## src/rtl/fsm_seq_detect_pkg.sv

```systemverilog
// Shared helpers and out-of-reset defaults for the programmable sequence detector.
package fsm_seq_detect_pkg;

  // Legacy behaviour: "101", length 3, overlapping.
  localparam logic [7:0] DEF_PAT = 8'b0000_0101;
  localparam int         DEF_LEN = 3;
  localparam bit         DEF_OVL = 1'b1;

  // Width needed to hold a length value 0..max_len.
  function automatic int clog2_len(input int max_len);
    return $clog2(max_len + 1);
  endfunction

  // Low mask of len ones. Callers truncate the result to MAX_LEN bits (MAX_LEN <= 32).
  function automatic logic [31:0] len_mask(input int len);
    if (len >= 32) return '1;
    return (32'd1 << len) - 32'd1;
  endfunction

endpackage

```

## src/rtl/seq_hist_shreg.sv

```systemverilog
// History shift register (newest bit in bit 0) plus saturating fill counter.
module seq_hist_shreg #(
  parameter int W  = 7,
  parameter int FW = 4
) (
  input  logic          clk,
  input  logic          reset,
  input  logic          shift,
  input  logic          clear,
  input  logic          din,
  input  logic [FW-1:0] sat_max,
  output logic [W-1:0]  hist,
  output logic [FW-1:0] fill
);

  // Clear wins over shift; the oldest bit falls off the top.
  always_ff @(posedge clk or negedge reset) begin
    if (!reset) begin
      hist <= '0;
      fill <= '0;
    end else if (clear) begin
      hist <= '0;
      fill <= '0;
    end else if (shift) begin
      hist <= W'({hist, din});
      fill <= (fill >= sat_max) ? sat_max : fill + FW'(1);
    end
  end

endmodule

```

## src/rtl/fsm_seq_detect.sv

```systemverilog
// Runtime-programmable serial sequence detector with Mealy (out) and Moore (out_q)
// match outputs. Optional saturating match counter: define SEQ_DET_CNT_EN.
// The FILLING/ARMED control is implicit in the fill count; no separate state encoding.
module fsm_seq_detect
  import fsm_seq_detect_pkg::*;
#(
  parameter int               MAX_LEN = 8,
  parameter logic [MAX_LEN-1:0] RST_PAT = MAX_LEN'(DEF_PAT),
  parameter int               RST_LEN = DEF_LEN,
  parameter bit               RST_OVL = DEF_OVL,
`ifdef SEQ_DET_CNT_EN
  parameter int               CNT_W   = 8,
`endif
  localparam int              LEN_W   = clog2_len(MAX_LEN)
) (
  input  logic               clk,
  input  logic               reset,
  input  logic               in,
  input  logic               in_valid,
  input  logic               cfg_load,
  input  logic [MAX_LEN-1:0] cfg_pat,
  input  logic [LEN_W-1:0]   cfg_len,
  input  logic               cfg_overlap,
  output logic               out,
`ifdef SEQ_DET_CNT_EN
  output logic [CNT_W-1:0]   match_cnt,
`endif
  output logic               out_q
);

  logic [MAX_LEN-1:0] pat_r;
  logic [LEN_W-1:0]   len_r;
  logic               ovl_r;
  logic [MAX_LEN-2:0] hist;
  logic [LEN_W-1:0]   fill;
  logic [LEN_W-1:0]   eff_len;
  logic [MAX_LEN-1:0] mask;
  logic [MAX_LEN-1:0] window;
  logic               armed;
  logic               match;
  logic               shift;
  logic               clr;

  // Config registers; a load takes effect from the following edge.
  always_ff @(posedge clk or negedge reset) begin
    if (!reset) begin
      pat_r <= RST_PAT;
      len_r <= LEN_W'(RST_LEN);
      ovl_r <= RST_OVL;
    end else if (cfg_load) begin
      pat_r <= cfg_pat;
      len_r <= cfg_len;
      ovl_r <= cfg_overlap;
    end
  end

  // Comparator: the newest eff_len bits of {hist,in} against the pattern.
  always_comb begin
    eff_len = (len_r > LEN_W'(MAX_LEN)) ? LEN_W'(MAX_LEN) : len_r;
    mask    = MAX_LEN'(len_mask(int'(eff_len)));
    window  = {hist, in};
    armed   = (eff_len != '0) && (fill >= eff_len - LEN_W'(1));
    match   = in_valid && !cfg_load && armed && ((window & mask) == (pat_r & mask));
    shift   = in_valid && !cfg_load;
    // Non-overlap drops history after a hit; zeroing hist too is harmless since
    // fill gates every stale bit out of the comparison.
    clr     = cfg_load || (match && !ovl_r);
    out     = match;
  end

  seq_hist_shreg #(
    .W  (MAX_LEN - 1),
    .FW (LEN_W)
  ) u_hist (
    .clk     (clk),
    .reset   (reset),
    .shift   (shift),
    .clear   (clr),
    .din     (in),
    .sat_max (LEN_W'(MAX_LEN - 1)),
    .hist    (hist),
    .fill    (fill)
  );

  // Moore copy of the match, one cycle behind.
  always_ff @(posedge clk or negedge reset) begin
    if (!reset) out_q <= 1'b0;
    else        out_q <= match;
  end

`ifdef SEQ_DET_CNT_EN
  // Saturating match counter, cleared with the history on a config load.
  always_ff @(posedge clk or negedge reset) begin
    if (!reset)                    match_cnt <= '0;
    else if (cfg_load)             match_cnt <= '0;
    else if (match && ~&match_cnt) match_cnt <= match_cnt + CNT_W'(1);
  end
`endif

endmodule

```

## config.mk

```make
export PLATFORM = sky130hd
export DESIGN_NAME = fsm_seq_detect
export DESIGN_NICKNAME = d
export VERILOG_FILES = /design/src/rtl/fsm_seq_detect_pkg.sv /design/src/rtl/seq_hist_shreg.sv /design/src/rtl/fsm_seq_detect.sv
export SDC_FILE = /design/constraint.sdc
export NUM_CORES = 1
export LEC_CHECK = 0
export ABC_CLOCK_PERIOD_IN_PS = 4000
export CAP_MARGIN = 10
export CORE_MARGIN = 4
export CORE_UTILIZATION = 50
export CTS_BUF_LIST = sky130_fd_sc_hd__clkbuf_16
export CTS_CLUSTER_SIZE = 14
export DETAILED_ROUTE_END_ITERATION = 7
export PLACE_DENSITY = 0.78
export SLEW_MARGIN = 30
export SYNTH_ARGS = -nofsm -noshare
export SYNTH_HDL_FRONTEND = slang
export SYNTH_HIERARCHICAL = 1
export SYNTH_SLANG_ARGS = --single-unit
export TNS_END_PERCENT = 10
```

## constraint.sdc

```tcl
create_clock -name clk -period 4 [get_ports clk]
set_clock_uncertainty 0.2 [all_clocks]
set_input_delay 0.8 -clock clk [delete_from_list [all_inputs] [get_ports clk]]
set_output_delay 0.8 -clock clk [all_outputs]
set_load 0.05 [all_outputs]
```

; After elaboration in Yosys (flattened, before gate mapping)
; Cells that the tools add are included.
[word_totals]
word_cells = 32
regBits = 25
output_inout_bits = 2
[classes]
bitwise_logic = 2
eq_ne = 1
n_reduce_logical = 10
shifts = 1
n_lt_le_gt_ge = 3
addsub = 3
n_mux = 6
[op_table]
columns = operator, count
row1 = bitwise AND 8 bit, 2
row2 = 2-to-1 mux 4 bit, 4
row3 = 2-to-1 mux 7 bit, 2
row4 = == test 8 bit, 1
row5 = "<< shifter 1 x 4 -> 8 bit, first input constant", 1
row6 = "subtractor 8 x 1 -> 8 bit, second input constant", 1
row7 = logical AND 1 bit, 5
row8 = "adder 4 x 1 -> 4 bit, second input constant", 1
row9 = ">= comparator 4 x 3 -> 1 bit, second input constant", 1
row10 = >= comparator 4 bit, 1
row11 = "greater-than comparator 4 bit, second input constant", 1
row12 = nonzero test 4 bit, 1
row13 = "subtractor 4 x 1 -> 4 bit, second input constant", 1
row14 = logical NOT 1 bit, 2
row15 = nonzero test 2 bit, 1
row16 = logical OR 1 bit, 1

; Longest topological paths before layout
; Gate-level depths: netlist of the first run.
[logic_depth]
word_depth = 10
depth_mapped = 13

; Cells and area by module
; The synthesis of the first run kept the hierarchy.
[by_module_without_submodules]
columns = mod, cells_each, seq_area_each_um2, instances, area_per_inst_um2
row1 = fsm_seq_detect, 90, 356.6, 1, 948.4
row2 = seq_hist_shreg, 57, 275.3, 1, 619.3

; Least setup slack after synthesis of the first run
; Ideal clock, no wire load.
[synth_path]
path_type = register -> output
start = register len_r[3]
end = output port out
path_buffers = 0
stages_incl_launch_ff = 8
slack_ns = 0.154
t_arrival_ns = 2.846
cell_sequence = dfrtp_1 -> nand2b_1 -> ha_1 -> ha_1 -> o21ai_0 -> a222oi_1 -> nand4_1 -> nor3_1
[synth_between]
elab_chain_len = 7
[synth_rtl]
columns = item, line_no
row1 = start: declaration, fsm_seq_detect.sv:32  ; logic [LEN_W-1:0] len_r;
row2 = start signal: assignment, fsm_seq_detect.sv:48  ; len_r <= LEN_W'(RST_LEN);
row3 = start signal: assignment, fsm_seq_detect.sv:52  ; len_r <= cfg_len;
row4 = greater-than comparator 4 bit, fsm_seq_detect.sv:59  ; eff_len = (len_r > LEN_W'(MAX_LEN)) ? LEN_W'(MAX_LEN) : len_r;
row5 = 2-to-1 mux 4 bit (*), fsm_seq_detect.sv:59
row6 = << shifter 1 x 4 -> 8 bit or subtractor 4 x 1 -> 4 bit (tied branches), "fsm_seq_detect_pkg.sv:17, fsm_seq_detect.sv:62"
row7 = subtractor 8 x 1 -> 8 bit or >= comparator 4 bit (tied branches), "fsm_seq_detect_pkg.sv:17, fsm_seq_detect.sv:62"
row8 = bitwise AND 8 bit or logical AND 1 bit (tied branches), "fsm_seq_detect.sv:63, fsm_seq_detect.sv:62"
row9 = == test 8 bit or logical AND 1 bit (tied branches), fsm_seq_detect.sv:63  ; match = in_valid && !cfg_load && armed && ((window & mask) == (pat_r & mask));
row10 = logical AND 1 bit (*), fsm_seq_detect.sv:63
row11 = end: declaration, fsm_seq_detect.sv:24  ; output logic out,
; Every way passes the cells marked *; elsewhere a longest branch is shown, timed or not.

; Final worst setup path of the first run
; Same ends and word-level chain as after synthesis.

==> metrics.yaml, run 1 <==
outcome:
  status: "completed"
clock_network:
  cts_setup_buffers: 0
  path_clk_slew_ps: 60
  cts_sinks: 25
  insertion_delay_ps: 260
  holdBufCountCts: 0
  numCtsBuffers: 3
  h-tree-depth: 1
  cts_resized: 0
  cts_tree: "built"
  cts-root-buf: "clkbuf_16"
  cts_buffer_depth: 2
routing:
  first_iter_violations: 33
  postRouteAntennaNets: 0
  drc: 0
  routedWlPerCell_um: 14.8
  totalWireLength_um: 3230
  viasPerCell: 5.37
  firstDrtPassIters: 5
  vias: 1177
worst_hold_path:
  hp-class: "in -> async"
die:
  rows: 20
  chipHeight_um: 64.0
  core_area_um2: 3030
  die_area_um2: 4100
  pin_count: 20
  die_width_um: 64.0
  start_util_pct: 51.8
global_route:
  grt_max_degree: 26
  grt_use_total_pct: 17.5
  grt_pass1_wl_um: 5580
  antenna_found_initial: 0
  grt_pass1_vias: 1255
  grt_remaining_overflow: 0
final_layout:
  final_util_pct: 63.7
  finalNonFillerCells: 219
  diodes: 0
  syn_to_final_growth_pct: 23.1
  final_area_um2: 1930
  seqCellArea_um2: 632
  mostFrequentLayoutCell: "dfrtp_1"
  layout_common_cells: "20 x dfrtp_1, 17 x clkdlybuf4s50_1, 15 x ha_1, 13 x nor2_1, 13 x mux2_2"
  drive_gt1_share_pct: 18.3
  fillers: 261
  multi_input_area_um2: 908
  finalNetCount: 209
synthesis:
  seq_area_frac_synth_pct: 40.3
  avgSynthCellArea_um2: 10.7
  syn_inst: 147
  ys_ff_latch: 25
  yosys.cell_types.count: 35
  synth_warnings: 6
  netlist_area_um2: 1570
setup_path:
  reg2reg_from: "len_r[3]"
  arrival_ps: 2760
  path_max_fanout: 9
  critPathCaptureType: "output pin"
  critical_path.startpoint: "len_r[3]"
  cp-start-kind: "register"
  rrSetupSlack_ps: 840
  critical_path_class: "reg -> out"
  cp_data_required_time_ps: 3000
sta:
  worst_pin_slew_ps: 547
  slew_violations: 0
  period_share_pct: 93.9
  setup_viol: 0
  period_minus_slack_ps: 3760
  finalHoldViolCount: 0
  tns_ps: 0
  rsz0062_at_grt: "false"
  fmax_mhz: 266
  maxSlewHeadroom_pct: 63.5
power:
  p_leak_nw: 0.874
  power-per-cell-area_nw_per_um2: 330
  peakVddDrop_mv: 0.318
  total_power_mw: 0.637
placement:
  place_inst: 215
  place.gp.congestion: 0.968
  placed_cell_area_um2: 1850
  hpwl_um: 2490
  numPortBuffers: 19
run:
  drv_cap: 0
==> power by group <==
group / internal (mW) / total (mW) / switching (mW)
Combinational: 0.0662 / 0.131 / 0.0652
Clock: 0.134 / 0.217 / 0.0835
Sequential: 0.272 / 0.289 / 0.0161
Total: 0.472 / 0.637 / 0.165
==> cell families after synthesis <==
family / Yosys count / share of synthesized area (%)
AO/OA/AOI/OAI: 21 / 10.1
XOR/XNOR: 12 / 6.70
adder cells (fa/ha/maj): 15 / 12.0
buffers and inverters: 14 / 3.51
flip-flops: 25 / 40.3
multiplexers: 24 / 16.4
other: 2 / 0.479
AND/OR/NAND/NOR: 34 / 10.5
==> worst max-delay path, cell delays in order, from the launching register on <==
cell and delay, ps:
dfrtp_1 490, nand2b_1 270, inv_1 90, ha_1 280, nand2_1 100, ha_1 190, o31ai_1 100, o2111ai_1 250
nand4_1 220, nor3_2 330, buf_12 180
==> per-stage QoR <==
stage                     hold WS, ps  worst slack [ps]
final                             322               245
after global routing              365               100
after CTS                         343               140
after detailed placement          329               492
after global placement            318               595
after floorplan                   301               154
==> worst paths after layout <==
kind / cells past startpoint / to
worst max register to register: 12 / u_hist/fill[2]
max in group asynchronous: 1 / pat_r[0]
min in group clk: 1 / pat_r[1]
worst min register to register: 1 / pat_r[1]
worst min-delay path: 1 / len_r[2]
worst max-delay path: 10 / out
==> registers in the layout, summed over array words and instances (netlist names) <==
signal       flops
ovl_r            1
out_q            1
pat_r            8
len_r            4
u_hist/hist      7
u_hist/fill      4
==> layer usage <==
metal  up-vias  track usage [%]  wire length, um
met5         -                0                0
met4         0             8.63               89
met3        14             3.16              111
met2        34             31.7             1730
met1       571             19.3             1300
li1        558                -                -
==> Yosys cell counts (all sizes together) <==
cell | number | area, um2
nand2b | 3 | 18.8
o31ai | 1 | 7.51
inv | 10 | 37.5
conb | 2 | 7.51
o22ai | 1 | 6.26
buf | 3 | 13.8
dfstp | 5 | 131
o21a | 1 | 7.51
ha | 15 | 188
nand2 | 8 | 30.0
mux2i | 11 | 110
a211oi | 1 | 12.5
nand4 | 1 | 6.26
and2b | 1 | 7.51
o2111ai | 1 | 8.76
nor3b | 1 | 12.5
o21ai | 10 | 61.3
o41ai | 1 | 16.3
o211ai | 1 | 12.5
a31oi | 1 | 6.26
nor2b | 2 | 12.5
nand3 | 1 | 5.00
nor3 | 3 | 15.0
mux2 | 13 | 146
and4 | 1 | 8.76
xnor2 | 6 | 52.6
dfrtp | 20 | 500
a21oi | 2 | 10.0
nor2 | 13 | 48.8
xor2 | 6 | 52.6
clkbuf | 1 | 3.75
a222oi | 1 | 10.0
==> area by class of cell <==
cell class	count	share of cell area, %
multi-input cells	114	47.1
flip-flops and latches	25	32.7
repair buffers	22	11.3
clock buffers	3	3.89
well taps	44	2.85
inverters	10	1.95
clock inverters	1	0.195
Note: power is estimated with default switching activity, not from simulation.
==> run 2, diff against run 1 <==
- ABC_AREA: unset -> 1
- PLACE_DENSITY: 0.78 -> 0.77
==> run 2 against run 1 <==
Compared with the run above: highest routed layer unchanged; largest power group unchanged; combinational power rose by 15%; non-clock buffer count fell by 2; die area rose by 9.2%; sequential share of layout area fell by 2.4 points; critical path type unchanged; setup slack improved by 130 ps; final cell count rose by 41%.
==> metrics.yaml, run 2 <==
synthesis:
  syn_inst: 237  # was 147
  ys_ff_latch: 25  # unchanged
  synth_warnings: 6  # unchanged
  synthArstFlopShare_pct: 100  # unchanged
  netlist_area_um2: 1730  # was 1570 um2
  synth-adder-area-share_pct: 10.8  # was 12.0%
  synth-simple-area-share_pct: 31.1  # was 10.5%
  synthFlopType: "dfrtp_1"  # unchanged
  synth_edf_count: 0  # unchanged
  synth_top_family_by_area: "simple AND/OR/NAND/NOR gates"  # was multiplexers
  yosysMostFrequentCell: "nand2_1"  # was dfrtp_1
  seq_area_frac_synth_pct: 36.5  # was 40.3%
  synth_area_leaders: "dfrtp_1 29%, nand2_1 15%, ha_1 11%, inv_1 9.1%, dfstp_2 7.6%"  # was dfrtp_1 32%, ha_1 12%, mux2_2 9.3%, dfstp_2 8.4%, mux2i_1 7.0%
  synth_common_cells: "71 x nand2_1, 42 x inv_1, 20 x dfrtp_1"  # was 20 x dfrtp_1, 15 x ha_1, 13 x mux2_2, 13 x nor2_1, 11 x mux2i_1
  synth_compound_area_share_pct: 8.16  # was 10.1%
  yosys.cell_types.count: 26  # was 35
  netlist.area_leader.share_pct: 28.9  # was 31.9%
  post-synth-top-area-cell: "dfrtp_1"  # unchanged
  synth_xor_area_share_pct: 2.53  # was 6.70%
  avgSynthCellArea_um2: 7.31  # was 10.7 um2
  synthMuxAreaShare_pct: 0  # was 16.4%
placement:
  place_inst: 304  # was 215
  place.gp.congestion: 0.788  # was 0.968
  hpwl_um: 2570  # was 2490 um
  place_ws_ps: 663  # was 492 ps
  numPortBuffers: 19  # unchanged
clock_network:
  path_clk_slew_ps: 70  # was 60 ps
  cts_resized: 0  # unchanged
  cts_setup_buffers: 0  # unchanged
  cts-root-buf: "clkbuf_16"  # unchanged
  holdBufCountCts: 0  # unchanged
  cts_sinks: 25  # unchanged
  cts_tree: "built"  # unchanged
  insertion_delay_ps: 260  # about the same
  numCtsBuffers: 3  # unchanged
  cts_buffer_depth: 2  # unchanged
  h-tree-depth: 1  # unchanged
setup_path:
  path_max_fanout: 4  # was 9
  path_buf_inv: 4  # was 2
  critPathCaptureType: "output pin"  # unchanged
  cp-start-kind: "register"  # unchanged
  cp_common_cell: "nor2_1"  # was ha_1
  critPathSlowestCell: "dfstp_2"  # was dfrtp_1
  arrival_ps: 2630  # was 2760 ps
  crit_chain: "inv_1 > nor2_1 > inv_1 > ha_1 > ha_1 > inv_1 > nor2_1 > nor2_1 > o21ai_0 > nor2_1 > nor2_2 > and3_1 > buf_12"  # was nand2b_1 > inv_1 > ha_1 > nand2_1 > ha_1 > o31ai_1 > o2111ai_1 > nand4_1 > nor3_2 > buf_12
  cp_data_required_time_ps: 3000  # about the same
  critical_path_class: "reg -> out"  # unchanged
  slowest_delay_ps: 510  # was 490 ps
  crit_family: "simple AND/OR/NAND/NOR gates"  # unchanged
final_layout:
  regMostFlops: "pat_r"  # unchanged
  drive_gt1_share_pct: 11.5  # was 18.3%
  layout_common_cells: "71 x nand2_1, 42 x inv_1, 20 x dfrtp_1, 17 x nand3_1, 17 x clkdlybuf4s50_1"  # was 20 x dfrtp_1, 17 x clkdlybuf4s50_1, 15 x ha_1, 13 x nor2_1, 13 x mux2_2
  syn_to_final_growth_pct: 20.1  # was 23.1%
  largest_reg_flops: 8  # unchanged
  mostFrequentLayoutCell: "nand2_1"  # was dfrtp_1
  reg.largest.list: "pat_r (8), u_hist/hist (7)"  # unchanged
  diodes: 0  # unchanged
  finalNetCount: 296  # was 209
  finalNonFillerCells: 308  # was 219
  fillers: 305  # was 261
global_route:
  grt_max_degree: 26  # unchanged
  antenna_found_initial: 0  # unchanged
  grt_remaining_overflow: 0  # unchanged
  grt_pass1_vias: 1261  # was 1255
  grt_use_total_pct: 15.3  # was 17.5%
  grt_pass1_wl_um: 5280  # was 5580 um
power:
  p_int_mw: 0.471  # was 0.472 mW
  power-per-cell-area_nw_per_um2: 321  # was 330 nW/um2
  peakVddDrop_mv: 0.202  # was 0.318 mV
  p_leak_nw: 1.09  # was 0.874 nW
  combinationalPowerShare_pct: 22.6  # was 20.6%
  p_sw_mw: 0.197  # was 0.165 mW
  clockPowerShare_pct: 34.6  # was 34.1%
  p_seq_share_pct: 42.8  # was 45.3%
  swShare_pct: 29.5  # was 25.9%
sta:
  maxSlewHeadroom_pct: 62.2  # was 63.5%
  period_share_pct: 90.7  # was 93.9%
  setup_viol: 0  # unchanged
  hold_slack_ps: 277  # was 322 ps
  worst_pin_slew_ps: 567  # was 547 ps
  period_minus_slack_ps: 3630  # was 3760 ps
  finalHoldViolCount: 0  # unchanged
  setup_slack_ps: 374  # was 245 ps
  tns_ps: 0  # unchanged
  slew_violations: 0  # unchanged
  rsz0062_at_grt: "false"  # unchanged
  fmax_mhz: 276  # was 266 MHz
die:
  die_area_um2: 4470  # was 4100 um2
  start_util_pct: 51.9  # was 51.8%
  core_area_um2: 3340  # was 3030 um2
  rows: 21  # was 20
  chipHeight_um: 66.9  # was 64.0 um
  pin_count: 20  # unchanged
  die_width_um: 66.9  # was 64.0 um
worst_hold_path:
  hp-class: "reg -> reg"  # was in -> async
routing:
  first_iter_violations: 43  # was 33
  firstDrtPassIters: 4  # was 5
  totalWireLength_um: 3230  # about the same
  postRouteAntennaNets: 0  # unchanged
  vias: 1451  # was 1177
  drc: 0  # unchanged
  routedWlPerCell_um: 10.5  # was 14.8 um
  viasPerCell: 4.71  # was 5.37
run:
  drv_cap: 0  # unchanged
outcome:
  status: "completed"  # unchanged
-- run 2: worst reg2reg max path, cell delays in order, from the launching register on --
cell and delay (ps):
dfstp_2 510, inv_1 50, nor2_1 180, inv_1 140, ha_1 310, ha_1 290
inv_1 60, nor2_1 30, nor2_1 70, o21ai_0 80, nor2_1 140, nor2_2 60
nand4_1 70, nand2_1 130, nor2_4 210, inv_2 90, o22ai_1 160
-- run 2: metal layers --
metal,GRT usage (%),wire (um),vias up
li1,-,-,778
met3,3.54,130,2
met5,0,0,-
met2,26.4,1540,25
met4,2.28,14,0
met1,19.9,1540,646
-- run 2: kinds of logic (layout without fill, tap and decap cells) --
logic type	Yosys count	after routing
other	2	5
buffers and inverters	48	70
adder cells (fa/ha/maj)	15	15
XOR/XNOR	5	5
AO/OA/AOI/OAI	24	24
AND/OR/NAND/NOR	118	118
flip-flops	25	25
-- run 2: final timing paths --
path                          start  slack, ps  depth (start not counted)             end
min                        pat_r[2]        280                          2        pat_r[2]
max in group asynchronous     reset       2900                          1           ovl_r
min reg2reg                pat_r[2]        280                          2        pat_r[2]
max                        len_r[0]        370                         13             out
min in group asynchronous     reset        320                          1        pat_r[7]
max reg2reg                len_r[0]       1140                         16  u_hist/hist[4]
-- run 2: stage by stage --
step                      utilization, %  power (mW)  area, um2
after floorplan                        -       0.393       1740
after global placement              60.0       0.438       2000
after detailed placement            59.8       0.440       2000
after CTS                           62.4       0.674       2080
after global routing                62.4       0.706       2080
final                               62.4       0.668       2080
-- run 2: final cells by class --
class / instances / area (um2) / share of cell area, %
multi-input cells: 167 / 931 / 44.7
flip-flops and latches: 25 / 632 / 30.4
repair buffers: 20 / 203 / 9.74
inverters: 46 / 174 / 8.36
clock buffers: 3 / 75.1 / 3.61
well taps: 46 / 57.6 / 2.77
clock inverters: 1 / 8.76 / 0.421
-- run 2: power groups by stage --
stage / sequential (mW) / combinational [mW] / clock (mW)
detailed placement: 0.290 / 0.150 / 0
global placement: 0.289 / 0.148 / 0
floorplan: 0.287 / 0.107 / 0
CTS: 0.286 / 0.152 / 0.236
global route: 0.288 / 0.171 / 0.248
finish: 0.286 / 0.151 / 0.231
==> run 3, diff against run 2 <==
- CORE_UTILIZATION: 50 -> 56
- PLACE_DENSITY: 0.77 -> 0.85
==> run 3 against run 2 <==
Compared with the run above: non-clock buffer count stayed put; highest routed layer unchanged; register-to-register slack worse by 40 ps; setup slack worse by 8.5 ps; routed wire length is 10% higher; critical endpoint unchanged; utilization is 9.9 points higher.
==> metrics.yaml, run 3 (synthesis results as in run 2) <==
outcome:
  status: "completed"  # unchanged
die:
  die_area_um2: 4050  # was 4470 um2
  pin_count: 20  # unchanged
  rows: 19  # was 21
  chipHeight_um: 63.6  # was 66.9 um
  start_util_pct: 60.7  # was 51.9%
  core_area_um2: 2850  # was 3340 um2
  die_width_um: 63.6  # was 66.9 um
placement:
  hpwl_um: 2780  # was 2570 um
  placed_cell_area_um2: 1980  # was 2000 um2
  place.gp.congestion: 0.875  # was 0.788
  numPortBuffers: 19  # unchanged
setup_path:
  arrival_ps: 2630  # about the same
  rrSetupSlack_ps: 1100  # was 1140 ps
  critPathSlowestCell: "dfstp_2"  # unchanged
  critPathCaptureType: "output pin"  # unchanged
  cp_data_required_time_ps: 3000  # about the same
  path_max_fanout: 4  # unchanged
  reg2reg_from: "len_r[0]"  # unchanged
  cp_common_cell: "nor2_1"  # unchanged
  critical_path_class: "reg -> out"  # unchanged
  slowest_delay_ps: 510  # about the same
  reg2reg_to: "u_hist/hist[2]"  # was u_hist/hist[4]
  cp-start-kind: "register"  # unchanged
  crit_chain: "inv_1 > nor2_1 > inv_1 > ha_1 > ha_1 > inv_1 > nor2_1 > nor2_1 > o21ai_0 > nor2_1 > nor2_2 > and3_1 > buf_12"  # unchanged
  ff2ff_path_depth: 16  # unchanged
routing:
  routedWlPerCell_um: 12.2  # was 10.5 um
  postRouteAntennaNets: 0  # unchanged
  first_iter_violations: 67  # was 43
  viasPerCell: 5.23  # was 4.71
  drc: 0  # unchanged
  vias: 1531  # was 1451
  totalWireLength_um: 3570  # was 3230 um
  firstDrtPassIters: 5  # was 4
worst_hold_path:
  holdPathStages: 2  # unchanged
  min_from: "pat_r[2]"  # unchanged
  hold_end: "pat_r[2]"  # unchanged
  hp-class: "reg -> reg"  # unchanged
clock_network:
  insertion_delay_ps: 260  # about the same
  cts_resized: 0  # unchanged
  cts_tree: "built"  # unchanged
  numCtsBuffers: 3  # unchanged
  cts-root-buf: "clkbuf_16"  # unchanged
  cts_setup_buffers: 0  # unchanged
  holdBufCountCts: 0  # unchanged
  cts_sinks: 25  # unchanged
  cts_buffer_depth: 2  # unchanged
  path_clk_slew_ps: 60  # was 70 ps
  h-tree-depth: 1  # unchanged
final_layout:
  largest_reg_flops: 8  # unchanged
  regMostFlops: "pat_r"  # unchanged
  finalNetCount: 296  # unchanged
  final_area_um2: 2060  # was 2080 um2
  syn_to_final_growth_pct: 18.9  # was 20.1%
  reg.largest.list: "pat_r (8), u_hist/hist (7)"  # unchanged
  layout_common_cells: "71 x nand2_1, 42 x inv_1, 20 x dfrtp_1, 17 x nand3_1, 17 x clkdlybuf4s50_1"  # unchanged
  mostFrequentLayoutCell: "nand2_1"  # unchanged
  diodes: 0  # unchanged
  drive_gt1_share_pct: 11.5  # unchanged
sta:
  worst_pin_slew_ps: 560  # was 567 ps
  maxSlewHeadroom_pct: 62.7  # was 62.2%
  fmax_mhz: 275  # was 276 MHz
  period_share_pct: 90.9  # was 90.7%
  tns_ps: 0  # unchanged
  finalHoldViolCount: 0  # unchanged
  rsz0062_at_grt: "false"  # unchanged
  period_minus_slack_ps: 3630  # about the same
  setup_viol: 0  # unchanged
  slew_violations: 0  # unchanged
global_route:
  grt_use_total_pct: 19.8  # was 15.3%
  grt_remaining_overflow: 0  # unchanged
  grt_pass1_vias: 1483  # was 1261
  grt_max_degree: 26  # unchanged
  grt_pass1_wl_um: 6380  # was 5280 um
  antenna_found_initial: 0  # unchanged
power:
  power-per-cell-area_nw_per_um2: 323  # was 321 nW/um2
  p_leak_nw: 1.08  # was 1.09 nW
  peakVddDrop_mv: 0.251  # was 0.202 mV
run:
  drv_cap: 0  # unchanged
==> run 3: per-stage QoR <==
stage | power [mW] | worst slack [ps] | utilization (%) | hold slack, ps | instances
2_1_floorplan | 0.393 | 727 | - | 248 | 240
3_3_place_gp | 0.437 | 654 | 69.5 | 260 | 289
3_5_place_dp | 0.443 | 616 | 69.3 | 266 | 289
4_1_cts | 0.668 | 348 | 72.2 | 276 | 293
5_1_grt | 0.709 | 107 | 72.2 | 303 | 293
6_report | 0.666 | 365 | 72.2 | 272 | 293
==> run 3: worst max-delay path by stage <==
stage	end	slack, ps	startpoint	depth (start not counted)
5_1_grt	out	110	len_r[0]	13
2_1_floorplan	out	730	len_r[0]	12
3_5_place_dp	out	620	cfg_load	10
3_3_place_gp	out	650	cfg_load	10
4_1_cts	out	350	len_r[0]	13
6_report	out	370	len_r[0]	13
==> run 3: metal layers <==
metal	up-vias	part of all wire [%]	global-route usage, %
li1	787	-	-
met1	707	44	25.2
met2	31	51	34.0
met3	6	3.5	2.66
met4	0	1.3	7.01
met5	-	0	0
==> run 3: critical path: cells and delay by family, from the launching register on <==
kind	cells	cell delay [ps]
AO/OA/AOI/OAI	1	140
adder cells (fa/ha/maj)	2	630
buffers and inverters	4	370
flip-flops	1	510
AND/OR/NAND/NOR	6	720
==> run 3: where the power goes <==
group | leakage, nW | internal, mW | switching [mW]
Combinational | 0.731 | 0.0624 | 0.0921
Sequential | 0.316 | 0.271 | 0.0142
Clock | 0.0371 | 0.136 | 0.0904
==> run 3: layout make-up <==
| class | instances | area (um2) |
|---|---|---|
| clock buffers | 3 | 75.1 |
| clock inverters | 1 | 7.51 |
| fillers | 233 | 792 |
| inverters | 46 | 174 |
| multi-input cells | 167 | 931 |
| flip-flops and latches | 25 | 632 |
| well taps | 31 | 38.8 |
| repair buffers | 20 | 203 |
